--- src/rtl/stream_ingress_if.sv ---
// Word stream bundle: valid/ready handshake with 64-bit data and last marker.
// The master drives valid, data and last; the slave returns ready.
interface stream_ingress_if;
    logic        valid;
    logic        ready;
    logic        last;
    logic [63:0] data;

    modport master (
        output valid,
        output data,
        output last,
        input  ready
    );

    modport slave (
        input  valid,
        input  data,
        input  last,
        output ready
    );
endinterface

--- src/rtl/stream_ingress.sv ---
// Host-to-core word gate: checks transfer length against mode/security level,
// forwards legal words with zero latency and swallows the rest.
module stream_ingress #(
    parameter int CNT_W  = 16,
    parameter int MIN_V2 = 164,
    parameter int MIN_V3 = 244,
    parameter int MIN_V5 = 324,
    parameter int MIN_S2 = 316,
    parameter int MIN_S3 = 500,
    parameter int MIN_S5 = 608
) (
    input  logic             clk,
    input  logic             rst,
    input  logic             start,
    input  logic [1:0]       mode,
    input  logic [2:0]       sec_lvl,
    stream_ingress_if.slave  host,
    stream_ingress_if.master core,
    output logic             done,
    output logic             err,
    output logic [CNT_W-1:0] word_cnt
);

    typedef enum logic [1:0] {
        IDLE,
        STREAM,
        DRAIN,
        DONE
    } state_t;

    state_t           state_q, state_d;
    logic [1:0]       mode_q, mode_d;
    logic [2:0]       lvl_q, lvl_d;
    logic             err_q, err_d;
    logic [CNT_W-1:0] cnt_q, cnt_d, cnt_inc;
    logic [31:0]      cnt_ext;
    logic [31:0]      min_len;
    logic             cfg_bad;
    logic             lvl_ok;

    assign lvl_ok  = (sec_lvl == 3'd2) || (sec_lvl == 3'd3) ||
                     (sec_lvl == 3'd5);
    assign cfg_bad = (mode == 2'd3) || !lvl_ok;

    // Saturating increment: the counter sticks at all-ones.
    assign cnt_inc = (&cnt_q) ? cnt_q : cnt_q + CNT_W'(1);
    assign cnt_ext = 32'(cnt_inc);

    always_comb begin
        min_len = 32'd4;
        if (mode_q == 2'd1) begin
            case (lvl_q)
                3'd2:    min_len = 32'(MIN_V2);
                3'd3:    min_len = 32'(MIN_V3);
                default: min_len = 32'(MIN_V5);
            endcase
        end else if (mode_q == 2'd2) begin
            case (lvl_q)
                3'd2:    min_len = 32'(MIN_S2);
                3'd3:    min_len = 32'(MIN_S3);
                default: min_len = 32'(MIN_S5);
            endcase
        end
    end

    always_ff @(posedge clk) begin
        if (rst) begin
            state_q <= IDLE;
            mode_q  <= 2'd0;
            lvl_q   <= 3'd0;
            err_q   <= 1'b0;
            cnt_q   <= '0;
        end else begin
            state_q <= state_d;
            mode_q  <= mode_d;
            lvl_q   <= lvl_d;
            err_q   <= err_d;
            cnt_q   <= cnt_d;
        end
    end

    always_comb begin
        state_d    = state_q;
        mode_d     = mode_q;
        lvl_d      = lvl_q;
        err_d      = err_q;
        cnt_d      = cnt_q;
        core.valid = 1'b0;
        host.ready = 1'b0;
        done       = 1'b0;
        unique case (state_q)
            IDLE: begin
                if (start) begin
                    mode_d  = mode;
                    lvl_d   = sec_lvl;
                    cnt_d   = '0;
                    err_d   = cfg_bad;
                    state_d = cfg_bad ? DRAIN : STREAM;
                end
            end
            STREAM: begin
                core.valid = host.valid;
                host.ready = core.ready;
                if (host.valid && core.ready) begin
                    cnt_d = cnt_inc;
                    if (host.last) begin
                        err_d   = (cnt_ext < min_len);
                        state_d = DONE;
                    end else if (mode_q == 2'd0 &&
                                 cnt_ext == 32'd4) begin
                        err_d   = 1'b1;
                        state_d = DRAIN;
                    end
                end
            end
            DRAIN: begin
                host.ready = 1'b1;
                if (host.valid && host.last)
                    state_d = DONE;
            end
            DONE: begin
                done    = 1'b1;
                state_d = IDLE;
            end
            default: state_d = IDLE;
        endcase
    end

    assign core.data = host.data;
    assign core.last = host.last;
    assign err       = err_q;
    assign word_cnt  = cnt_q;

endmodule

--- src/flat_wrapper.sv ---
// flat-port wrapper written by rule: the top's interface ports become plain ports
module stream_ingress_flat 
#(
    parameter int CNT_W  = 16,
    parameter int MIN_V2 = 164,
    parameter int MIN_V3 = 244,
    parameter int MIN_V5 = 324,
    parameter int MIN_S2 = 316,
    parameter int MIN_S3 = 500,
    parameter int MIN_S5 = 608
)
  (clk, rst, start, mode, sec_lvl, done, err, word_cnt, host_valid, host_data, host_last, host_ready, core_valid, core_data, core_last, core_ready);
  stream_ingress_if host_i ();
  stream_ingress_if core_i ();
  input  logic clk;
  input  logic rst;
  input  logic start;
  input  logic [1:0] mode;
  input  logic [2:0] sec_lvl;
  output logic done;
  output logic err;
  output logic [CNT_W-1:0] word_cnt;
  input wire logic [$bits(host_i.valid)-1:0] host_valid;
  input wire logic [$bits(host_i.data)-1:0] host_data;
  input wire logic [$bits(host_i.last)-1:0] host_last;
  output wire logic [$bits(host_i.ready)-1:0] host_ready;
  output wire logic [$bits(core_i.valid)-1:0] core_valid;
  output wire logic [$bits(core_i.data)-1:0] core_data;
  output wire logic [$bits(core_i.last)-1:0] core_last;
  input wire logic [$bits(core_i.ready)-1:0] core_ready;
  assign host_i.valid = host_valid;
  assign host_i.data = host_data;
  assign host_i.last = host_last;
  assign host_ready = host_i.ready;
  assign core_valid = core_i.valid;
  assign core_data = core_i.data;
  assign core_last = core_i.last;
  assign core_i.ready = core_ready;
  stream_ingress #(.CNT_W(CNT_W), .MIN_V2(MIN_V2), .MIN_V3(MIN_V3), .MIN_V5(MIN_V5), .MIN_S2(MIN_S2), .MIN_S3(MIN_S3), .MIN_S5(MIN_S5)) u_core (.clk(clk), .rst(rst), .start(start), .mode(mode), .sec_lvl(sec_lvl), .host(host_i), .core(core_i), .done(done), .err(err), .word_cnt(word_cnt));
endmodule
--- config.mk ---
export PLATFORM = sky130hd
export DESIGN_NAME = stream_ingress_flat
export DESIGN_NICKNAME = d
export VERILOG_FILES = /design/src/rtl/stream_ingress_if.sv /design/src/rtl/stream_ingress.sv /design/src/flat_wrapper.sv
export SDC_FILE = /design/constraint.sdc
export NUM_CORES = 1
export LEC_CHECK = 0
export ABC_AREA = 1
export CAP_MARGIN = 0
export CORE_AREA = 2 2 91 115
export CTS_BUF_LIST = sky130_fd_sc_hd__clkbuf_8 sky130_fd_sc_hd__clkbuf_16
export DETAILED_ROUTE_END_ITERATION = 12
export DIE_AREA = 0 0 93 117
export SYNTH_ARGS = -nofsm -noshare
export SYNTH_HDL_FRONTEND = slang
export SYNTH_SLANG_ARGS = --single-unit
--- constraint.sdc ---
create_clock -name clk -period 2.6 [get_ports clk]
set_clock_uncertainty 0.1 [all_clocks]
set_input_delay 0.78 -clock clk [delete_from_list [all_inputs] [get_ports clk]]
set_output_delay 0.78 -clock clk [all_outputs]
set_load 0.005 [all_outputs]
# Word-level counts from Yosys, hierarchy flattened
# Index checks and enable logic that the tools add are counted.
[totals] elab_cells=61 in_bits=75 mem_bits_rw=0 output_inout_bits=85 ff_bits=24 mem_count=0 rom_bits=0 latchBits=0
[classes] div_mod_pow=0 n_eq_ne=16 n_shift=0 magnitude_cmp=1 muxes=23 multipliers=0 addsub=1 bitwise_logic=0 reduce_logical=15
[op_table] op="$mux W32" count=2
[op_table] op="$mux W16" count=3
[op_table] op="$lt A16 B32 Y1" count=1
[op_table] op="$pmux W16 S2" count=1
[op_table] op="$pmux W10 S2" count=1
[op_table] op="$pmux W9 S2" count=1
[op_table] op="$add A16 B1 Y16 const B" count=1
[op_table] op="$eq A16 B3 Y1 const B" count=1
[op_table] op="$reduce_and A16 Y1" count=1
[op_table] op="$eq A3 B2 Y1 const B" count=4
[op_table] op="$mux W2" count=6
[op_table] op="$eq A2 B2 Y1 const B" count=4
[op_table] op="$pmux W2 S4" count=1
[op_table] op="$reduce_and A4 Y1" count=2
[op_table] op="$mux W1" count=6
[op_table] op="$eq A2 B1 Y1 const B" count=2
[op_table] op="$logic_not A2 Y1" count=2
[op_table] op="$ne A2 B1 Y1 const B" count=2
[op_table] op="$pmux W1 S2" count=2
[op_table] op="$eq A3 B3 Y1 const B" count=1
[op_table] op="$logic_and A1 B1 Y1" count=3
[op_table] op="$logic_or A1 B1 Y1" count=3
[op_table] op="$ne A3 B2 Y1 const B" count=1
[op_table] op="$reduce_and A3 Y1" count=1
[op_table] op="4 further kinds" count=4

# Depth between registers and ports, before layout
# Gate-level depths: netlist of the first run.
[depth] depth_word=8 ltp_mapped=18 mapped_depth_nobuf=17

# Least setup slack after synthesis of the first run
# Ideal clock, no wire load.
[synth_path] path_type="register to register" startpoint="register u_core.cnt_q[0] (netlist: u_core.word_cnt[0])" endpoint="register u_core.err_q (netlist: u_core.err)" arrival_time_ns=2.104 period_less_slack_ns=2.274 stages_incl_launch_ff=17 path_buffers=1 path_slack_ns=0.326 t_required_ns=2.430 setup_time_ns=0.070 cell_sequence="dfxtp_1 -> ha_1 -> inv_1 -> nor2_4 -> nand2_4 -> clkinv_2 -> nand2_4 -> buf_6 -> nand2_1 -> ha_1 -> a21oi_1 -> nand4_1 -> nor2_1 -> nand2_1 -> nand2_1 -> nand4_1 -> a21oi_1"
[synth_via] elab_chain_len=6 elab_cells_between_ends=11 cone_classes="1 x add/sub; 1 x order compare; 2 x eq/ne; 4 x mux; 3 x reduce/logical"
[synth_rtl] element="start: declaration" line="stream_ingress.sv:35" text="logic [CNT_W-1:0] cnt_q, cnt_d, cnt_inc;"
[synth_rtl] element="start signal: assignment" line="stream_ingress.sv:78" text="cnt_q <= cnt_d;"
[synth_rtl] element="$add A16 B1 Y16 or $reduce_and A16 Y1 (tied branches)" line="stream_ingress.sv:46" text="assign cnt_inc = (&cnt_q) ? cnt_q : cnt_q + CNT_W'(1);"
[synth_rtl] element="$mux W16 *" line="stream_ingress.sv:46"
[synth_rtl] element="$lt A16 B32 Y1 or $eq A16 B3 Y1 (tied branches)" line="stream_ingress.sv:107, stream_ingress.sv:110"
[synth_rtl] element="$mux W1 or $logic_and A1 B1 Y1 (tied branches)" line="stream_ingress.sv:106, stream_ingress.sv:109"
[synth_rtl] element="$mux W1 or $ne A3 B2 Y1 (tied branches)"
[synth_rtl] element="$pmux W1 S2 or $reduce_and A4 Y1 (tied branches)"
[synth_rtl] element="end signal: assignment" line="stream_ingress.sv:77" text="err_q <= err_d;"
[synth_rtl] element="end: declaration" line="stream_ingress.sv:34" text="logic err_q, err_d;"
# Every way passes the cells marked *; elsewhere a longest branch is shown, timed or not. The select of a mux whose other input is x is not followed.
# A chain may end at the register's enable or synchronous reset.

# Worst setup path after layout of the first run
[layout_path] startpoint="input port host_valid" endpoint="output port core_valid"
[layout_via] elab_chain_len=1
[layout_rtl] element="start: declaration" line="flat_wrapper.sv:23" text="input wire logic [$bits(host_i.valid)-1:0] host_valid;"
[layout_rtl] element="$mux W1" line="stream_ingress.sv:91" text="unique case (state_q)"
[layout_rtl] element="end: declaration" line="flat_wrapper.sv:27" text="output wire logic [$bits(core_i.valid)-1:0] core_valid;"
# No other way between the ends.

==> results.md, run 1 <==
* Worst-path maximum fanout at 2
* Mapped Area at 2410 sq um
* Die ar. at 10,900 sq um
* Tot Pwr at roughly 1.4 mW
* Register area share after synthesis at 0.200
* Final ANT Viol Nets at 0
* Utilization after layout at 0.265
* Clock slew at reported path FFs at 70 ps
* Critical Path RT at 1720 ps
* Storage cell area at 480 sq um
* PortBufs at 31
* Number of global-route vias before repair at around 2,100
* Post-route design area at 2610 sq um
* Initial core utilization at 0.244
* Worst setup path class: input pin to output pin
* Most frequent cell after synthesis: nand2_1
* Nets at 447
* Pins Over Slew Limit at 0
* P_sw at 0.522 mW
* Die Height at 117 microns
* IO Count at 160
* Routed WL per cell at 11.6 microns
* CP max-delay cell: clkdlybuf4s50_1
* Syn_nets at 466
* ANT cells at 0
* Clock share of power at 0.268
* Total GRT Usage at 0.105
* Final routed DRC violation total at 0
* Setup bufs post-CTS at 0
* Number of fill cells at about 1,100
* Layout cells sized above 1 at 0.136
* Synthesized instance count at 379
* GP Congestion at 0.860
* Final WS setup at 127 ps
* Reg power frac at 0.313
* Max Clk Rate at 0.404 GHz
* Synth unique cells at 30
* Worst path cell trace: clkdlybuf4s50_1 -> nand2_1 -> inv_1 -> dlygate4sd2_1
* First-pass GRT wire length at 9.34 mm
* #FFs+latches synth at 24
* Sw Share at 0.368
* CTS tree: done
* Placed cell area at 2510 sq um
* Synth top area cells: buf_4 (20%), dfxtp_1 (20%), nand2_1 (16%)
* Num CTS Buffers at 3
* Fin cells at 488
* Placed cell count at 484
* Crit start category: input pin
* CP endpoint kind: output pin
* Min Tclk post-route at 2470 ps
* Crit path DAT at 1590 ps
* Final Hold Viols at 0
* Post-synth EDFFs at 0
* Drt first pass iters at 4
* Hpwl dp at 4.43 mm
* Clock Latency Late Sink at 260 ps
* Dpl ws at -264 ps
* Post-synth top area share at 0.203
* Slew @ Worst Pin at 403 ps
* Status: complete, no violations
* Total clock sinks at 24
* Site Rows at 41
* VDD IR max at ~0.35 mV
* Combinational share of power at 0.418
* Fin Hold WS at 344 ps
* Final-report setup violation count at 0
* Area occupied by multi-input gates at 1280 sq um
* Avg Inst Size Synth at 6.35 sq um
* Synth top cells by count: nand2_1 (104), buf_4 (65), inv_1 (33), nor2_1 (33), a21oi_1 (27)
* Hold Path Class: flip-flop to flip-flop
* Final critical-path share of the clock period at 0.951
* PwrDens at 544 nW/um^2
* Setup TNS Final at 0 ps
* Hold_buf cts at 0
* Htree depth at 1
* Synth Warn # at 0
* Initial antenna violation count at 0
* CP peak stage delay at ~470 ps
* RSZ-0062 raised after global routing: false
* Die W at 93 microns
* Yosys top cell by area: buf_4
* P&R area growth vs syn at 8.26%
* Fraction of registers with async set/reset at 0
* Max-Slew Margin vs Limit at 0.731
* Max-cap violations at 0
* Clock tree buffer depth at 2
* Clock Tree Root: clkbuf_16
* Lkg Pwr at 1.12 nW
* CORE AREA at 9850 sq um
* Main synth FF type: dfxtp_1
* Total gr overflow at 0
* Largest net degree at the start of global routing at 18
* Routed vias/inst at 4.34
* Final wirelength at 5.65 mm
* Initial drt markers at 105
* Vias at 2,120
* Internal Pwr Total at 0.896 mW
[flip-flops by register name, indices dropped and copies added (netlist names)]
name and cells:
u_core.word_cnt 16, u_core.lvl_q 3, u_core.mode_q 2, u_core.state_q 2, u_core.err 1
[final cells by class]
type	count	area share
Tap cell	129	0.0619
Inverter	37	0.0538
Multi-Input combinational cell	246	0.491
Sequential cell	24	0.184
Clock buffer	4	0.0341
Timing Repair Buffer	48	0.175
[metal layers]
metal	share of wire	global-route usage	vias up
met5	0	0	-
met4	0.048	0.0598	0
met3	0.054	0.0166	34
met2	0.49	0.190	46
met1	0.41	0.116	950
li1	-	-	1090
[kinds of logic (layout without fill, tap and decap cells)]
kind of cell	count (synthesis)	after routing	synth area share
simple gates	180	180	0.331
buf+inv	109	89	0.275
compound gates	48	48	0.110
flops	24	24	0.200
fa+ha+maj	12	12	0.0624
xor+xnor	6	6	0.0218
[cell usage in the layout (no fill, tap or decap), drive strengths merged]
cell           Yosys  layout
clkbuf             5       5
a21boi             1       1
a21oi             28      28
nor3               1       1
nand3             13      13
o21bai             2       2
or2                2       2
ha                12      12
clkdlybuf4s50      0      28
a221oi             1       1
clkinv             1       1
dlygate4sd2        0       2
nand4             10      10
nor2              43      43
o21ai             15      15
nand2            111     111
inv               36      36
a211oi             1       1
xor2               4       4
xnor2              2       2
buf               67      17
dfxtp             24      24
[power by group through the flow]
| stage | Combinational, mW | Sequential, mW | Clock, mW |
|---|---|---|---|
| after floorplan | 0.451 | 0.451 | 0 |
| after global placement | 0.590 | 0.451 | 0 |
| after detailed placement | 0.597 | 0.453 | 0 |
| after CTS | 0.593 | 0.445 | 0.388 |
| after global routing | 0.683 | 0.449 | 0.405 |
| final | 0.593 | 0.444 | 0.380 |
[worst paths after layout]
kind	cells past startpoint	startpoint	endpoint	slack, ps
setup / recovery	4	host_valid	core_valid	130
hold / removal	2	u_core.lvl_q[1]	u_core.lvl_q[1]	340
setup reg to reg	15	u_core.word_cnt[2]	u_core.err	210
hold reg to reg	2	u_core.lvl_q[1]	u_core.lvl_q[1]	340
[critical path: cells and delay by family]
family                 cells  cell delay [ps]
buffers and inverters      3              760
AND/OR/NAND/NOR            1               60
[repair_timing]
action / CTS / global route
resized for setup: 3 / 6
pin swaps: 0 / 0
endpoints found under the setup margin: 3 / 2
(Power assumes the default switching activity.)
==> run 2, diff against run 1 <==
Settings changed: RECOVER_POWER set to 100.
==> run 2 against run 1 <==
  * Via count barely moved
  * Utilization fell by 0.11 points
  * Setup slack barely moved
  * Global-route usage did not move
  * Die area did not move
  * First-iteration DRC count fell by 10%
  * Critical path type unchanged
  * Highest routed layer unchanged
==> results.md, run 2 (synthesis gave the netlist of run 1 again) <==
* Max Clk Rate at roughly 0.40 GHz
* GP Congestion at between 0.8 and 0.9
* Crit Reg-Reg Endpoint: u_core.err
* Layout cells sized above 1 at 0.128
* Worst R2R Setup Slack at between 200 and 250 ps
* Hpwl dp at around 4.4 mm
* Total GRT Usage at 0.105
* Die W at 93 microns
* Total clock sinks at 24
* First-pass GRT wire length at 9.34 mm
* Clock slew at reported path FFs at 70 ps
* Final Hold Viols at 0
* ANT cells at 0
* Initial antenna violation count at 0
* Routed vias/inst at 4.34
* Fin Hold WS at 343 ps
* Htree depth at 1
* Placed cell count at 484
* Worst setup path class: input pin to output pin
* Lkg Pwr at 1.15 nW
* Number of fill cells at 1,116
* Clock tree buffer depth at 2
* Setup bufs post-CTS at 0
* Utilization after layout at 0.263
* Most frequent cells in the layout: nand2_1 (104), nor2_1 (33), inv_1 (33)
* Clock Tree Root: clkbuf_16
* Max-Slew Margin vs Limit at 0.721
* Final wirelength at ~5.6 mm
* Pins Over Slew Limit at 0
* IO Count at 160
* Site Rows at 41
* Hold_buf cts at 0
* Most common cell after layout, fill and taps aside: nand2_1
* Nets at 447
* Number of global-route vias before repair at 2,061
* Max reg flops at 16
* R2r startpoint: u_core.word_cnt[2]
* Tot Pwr at 1.41 mW
* CP Capture Point: host_ready
* Final routed DRC violation total at 0
* Total gr overflow at 0
* CTS tree: done
* Final-report setup violation count at 0
* P&R area growth vs syn at 7.80%
* Crit path DAT at between 1500 and 2000 ps
* Status: complete, no violations
* CP startpoint: core_ready
* Num CTS Buffers at 3
* Worst-path maximum fanout at 2
* Hold-critical path depth at 2
* CORE AREA at 9850 sq um
* Vias at ~2,100
* PortBufs at 31
* Slew @ Worst Pin at around 410 ps
* Min Tclk post-route at around 2500 ps
* Final critical-path share of the clock period at 0.951
* Drt first pass iters at 4
* VDD IR max at 0.341 mV
* RSZ-0062 raised after global routing: false
* Fin cells at 488
* Die ar. at 10,900 sq um
* Final ANT Viol Nets at 0
* Initial core utilization at 0.244
* Path depth of the worst reg2reg path at 15
* Critical Path RT at about 1700 ps
* Largest net degree at the start of global routing at 18
* Max-cap violations at 0
* Initial drt markers at 94
* CP endpoint kind: output pin
* PwrDens at 542 nW/um^2
* Die Height at 117 microns
* Routed WL per cell at 11.5 microns
* Hold_sp: u_core.lvl_q[1]
* Hold Path Class: flip-flop to flip-flop
* Clock Latency Late Sink at 260 ps
* Crit start category: input pin
-- run 2: cell types whose count changed in the layout (fill, tap and decap cells not counted), sizes merged --
cell,previous run,this run
dlygate4sd3,0,15
clkdlybuf4s50,28,13
clkbuf,5,8
buf,17,14
-- run 2: area by class of cell --
| class | instances | area [sq um] | share of cell area |
|---|---|---|---|
| repair buffers | 48 | 444 | 0.171 |
| well taps | 129 | 161 | 0.0622 |
| clock buffers | 4 | 88.8 | 0.0342 |
| inverters | 37 | 140 | 0.0540 |
| multi-input cells | 246 | 1280 | 0.493 |
| flip-flops and latches | 24 | 480 | 0.185 |
-- run 2: worst max-delay path: stages --
cell             delay, ps
clkdlybuf4s50_1        470
nand2_1                 50
a21boi_0               150
clkbuf_2               130
-- run 2: routing by layer --
metal | global-route usage | vias to the layer above | wire length (microns)
li1 | - | 1092 | -
met1 | 0.116 | 947 | 2320
met2 | 0.190 | 46 | 2740
met3 | 0.0166 | 34 | 304
met4 | 0.0598 | 0 | 269
met5 | 0 | - | 0
-- run 2: per-stage QoR --
| step | worst slack (ps) | area (sq um) | TNS [ps] |
|---|---|---|---|
| after detailed placement | -264 | 2510 | -433 |
| after CTS | 11.1 | 2590 | 0 |
| final | 127 | 2590 | 0 |
| after global placement | -257 | 2510 | -427 |
| after global routing | 23.2 | 2590 | 0 |
| after floorplan | 326 | 2410 | 0 |
-- run 2: repair_timing --
action / in CTS / in global routing
gates resized for setup: 3 / 6
endpoints found under the hold margin: 0 / 0
setup endpoints to repair: 3 / 2
-- run 2: worst min-delay path by stage --
stage	end	slack, ps
after floorplan	u_core.lvl_q[1]	320
after global placement	u_core.lvl_q[1]	340
after global routing	u_core.lvl_q[1]	370
after detailed placement	u_core.lvl_q[1]	340
final	u_core.lvl_q[1]	340
after CTS	u_core.lvl_q[1]	350
-- run 2: where the power goes --
part | total [mW] | internal [mW] | leakage (nW) | switching (mW)
Sequential | 0.444 | 0.413 | 0.195 | 0.0307
Combinational | 0.584 | 0.241 | 0.911 | 0.343
Clock | 0.380 | 0.236 | 0.0442 | 0.144
==> edit (flow settings as in run 1) <==
Register the output `word_cnt` once more; this adds one clock of latency there. The other outputs are not delayed to match.
--- a/src/rtl/stream_ingress.sv
+++ b/src/rtl/stream_ingress.sv
@@ -130,5 +130,7 @@
     assign core.last = host.last;
     assign err       = err_q;
-    assign word_cnt  = cnt_q;
+    always_ff @(posedge clk) begin
+        word_cnt <= cnt_q;
+    end
 
 endmodule
Behaviour: not the same (a bounded check fails within 4 cycles, from zero or initial values and one cycle with rst high).
==> edit against run 1 <==
- clock power grew 86%
- setup slack got worse by 0.037 ns
- power up 51%
- die area unchanged
- register-to-register slack gained 0.04 ns
- sequential cell count grew 16
- wire length grew 18%
- critical path type unchanged
- final area is 15% higher
- critical path depth is 2 lower
- synthesized cell count up 5.0%
- maximum frequency fell by 1.5%
- area after synthesis up 11%
==> edit: results (changes against run 1) <==
<table>
<tr><th>Metric</th><th>Value</th></tr>
<tr><th colspan="2">Final layout</th></tr>
<tr><td>Total Nets Final</td><td>472 (was 447)</td></tr>
<tr><td>Number of buffers outside the clock class in the layout</td><td>52 (was 48)</td></tr>
<tr><td>Sequential share of cell area</td><td>0.269 (was 0.184)</td></tr>
<tr><td>Area fraction of clock buffers and clock inverters</td><td>0.0560 (was 0.0341)</td></tr>
<tr><td>Non-clock buffering overhead</td><td>0.163 (was 0.175)</td></tr>
<tr><td>Number of filler instances in the final layout</td><td>1086 (was 1111)</td></tr>
<tr><th colspan="2">Synth</th></tr>
<tr><td>Mapped Nets</td><td>485 (was 466)</td></tr>
<tr><td>Most numerous cell types in the synthesized netlist</td><td>107 x sky130_fd_sc_hd__nand2_1, 65 x sky130_fd_sc_hd__buf_4, 40 x sky130_fd_sc_hd__dfxtp_1, 40 x sky130_fd_sc_hd__nor2_1, 39 x sky130_fd_sc_hd__inv_1 (was 104 x sky130_fd_sc_hd__nand2_1, 65 x sky130_fd_sc_hd__buf_4, 33 x sky130_fd_sc_hd__inv_1, 33 x sky130_fd_sc_hd__nor2_1, 27 x sky130_fd_sc_hd__a21oi_1)</td></tr>
<tr><th colspan="2">Global routing</th></tr>
<tr><td>Largest net degree at the start of global routing</td><td>17 (was 18)</td></tr>
<tr><td>Number of global-route vias before repair</td><td>2361 (was 2061)</td></tr>
<tr><td>All-Layer GR Usage</td><td>0.127 (was 0.105)</td></tr>
<tr><th colspan="2">Timing</th></tr>
<tr><td>Worst slew margin</td><td>0.794 (was 0.731)</td></tr>
<tr><th colspan="2">Placement</th></tr>
<tr><td>Setup slack after placement</td><td>-0.397 ns (was -0.264 ns)</td></tr>
<tr><td>Sum of net half-perimeters after detailed placement</td><td>5140 um (was 4430 um)</td></tr>
<tr><td>Last weighted congestion value of the routability-driven placer</td><td>0.912 (was 0.860)</td></tr>
<tr><th colspan="2">Detailed routing</th></tr>
<tr><td>Detail-routed via count per cell</td><td>4.52 (was 4.34)</td></tr>
<tr><th colspan="2">Power</th></tr>
<tr><td>Worst IR drop on VDD</td><td>0.374 mV (was 0.350 mV)</td></tr>
<tr><th colspan="2">Critical path</th></tr>
<tr><td>Largest stage delay, worst path</td><td>0.54 ns (was 0.47 ns)</td></tr>
<tr><td>Crit path arrival time</td><td>1.63 ns (was 1.59 ns)</td></tr>
<tr><th colspan="2">Outcome</th></tr>
<tr><td>Outcome</td><td>finished clean (unchanged)</td></tr>
</table>
[edit: cell types whose count changed after synthesis, sizes merged]
cell and delta:
a21oi +1, a31oi +1, clkinv -1, dfxtp +16, inv +4, nand2 +1, nand3 +1, nand4 -1
nor3 +1, o21ai -2, o21bai -1, xnor2 -1
[edit: stage by stage]
step	total power, mW	hold slack (ns)	instances	TNS, ns	instance area, um2
2_1_floorplan	1.22	0.276	398	0	2680
3_5_place_dp	1.43	0.294	507	-0.800	2810
6_report	2.14	0.302	515	0	2990
5_1_grt	2.27	0.313	515	-0.00424	2990
4_1_cts	2.14	0.305	515	0	2980
3_3_place_gp	1.42	0.288	507	-0.840	2810
[edit: worst paths after layout]
kind	slack, ns	startpoint	cells past startpoint	endpoint
worst max-delay path	0.09	host_last	2	core_last
worst min-delay path	0.30	u_core.cnt_q[4]	0	u_core.word_cnt[4]
worst max register to register	0.25	u_core.cnt_q[7]	15	u_core.err
worst min register to register	0.30	u_core.cnt_q[4]	0	u_core.word_cnt[4]
[edit: cell families after synthesis]
group | synth area share
AOI/OAI and AO/OA | 0.0938
xor gates and xnor gates | 0.0163
and+or+nand+nor | 0.284
adders and majority gates | 0.0560
buffers and inverters | 0.251
DFF | 0.299
[edit: power breakdown]
group	internal (mW)	switching [mW]
Clock	0.451	0.255
Sequential	0.667	0.0348
Combinational	0.300	0.432
Total	1.42	0.721
[edit: what timing repair did]
action | CTS | global route
setup endpoints to repair | 3 | 3
hold buffers | 0 | 0
pin swaps | 1 | 1
resized for setup | 6 | 10
setup buffers | 0 | 0
[edit: per-layer routing]
layer,wire length (um),global-route usage
met1,2490,0.127
met2,3250,0.229
met3,407,0.0262
met4,495,0.0990
met5,0,0
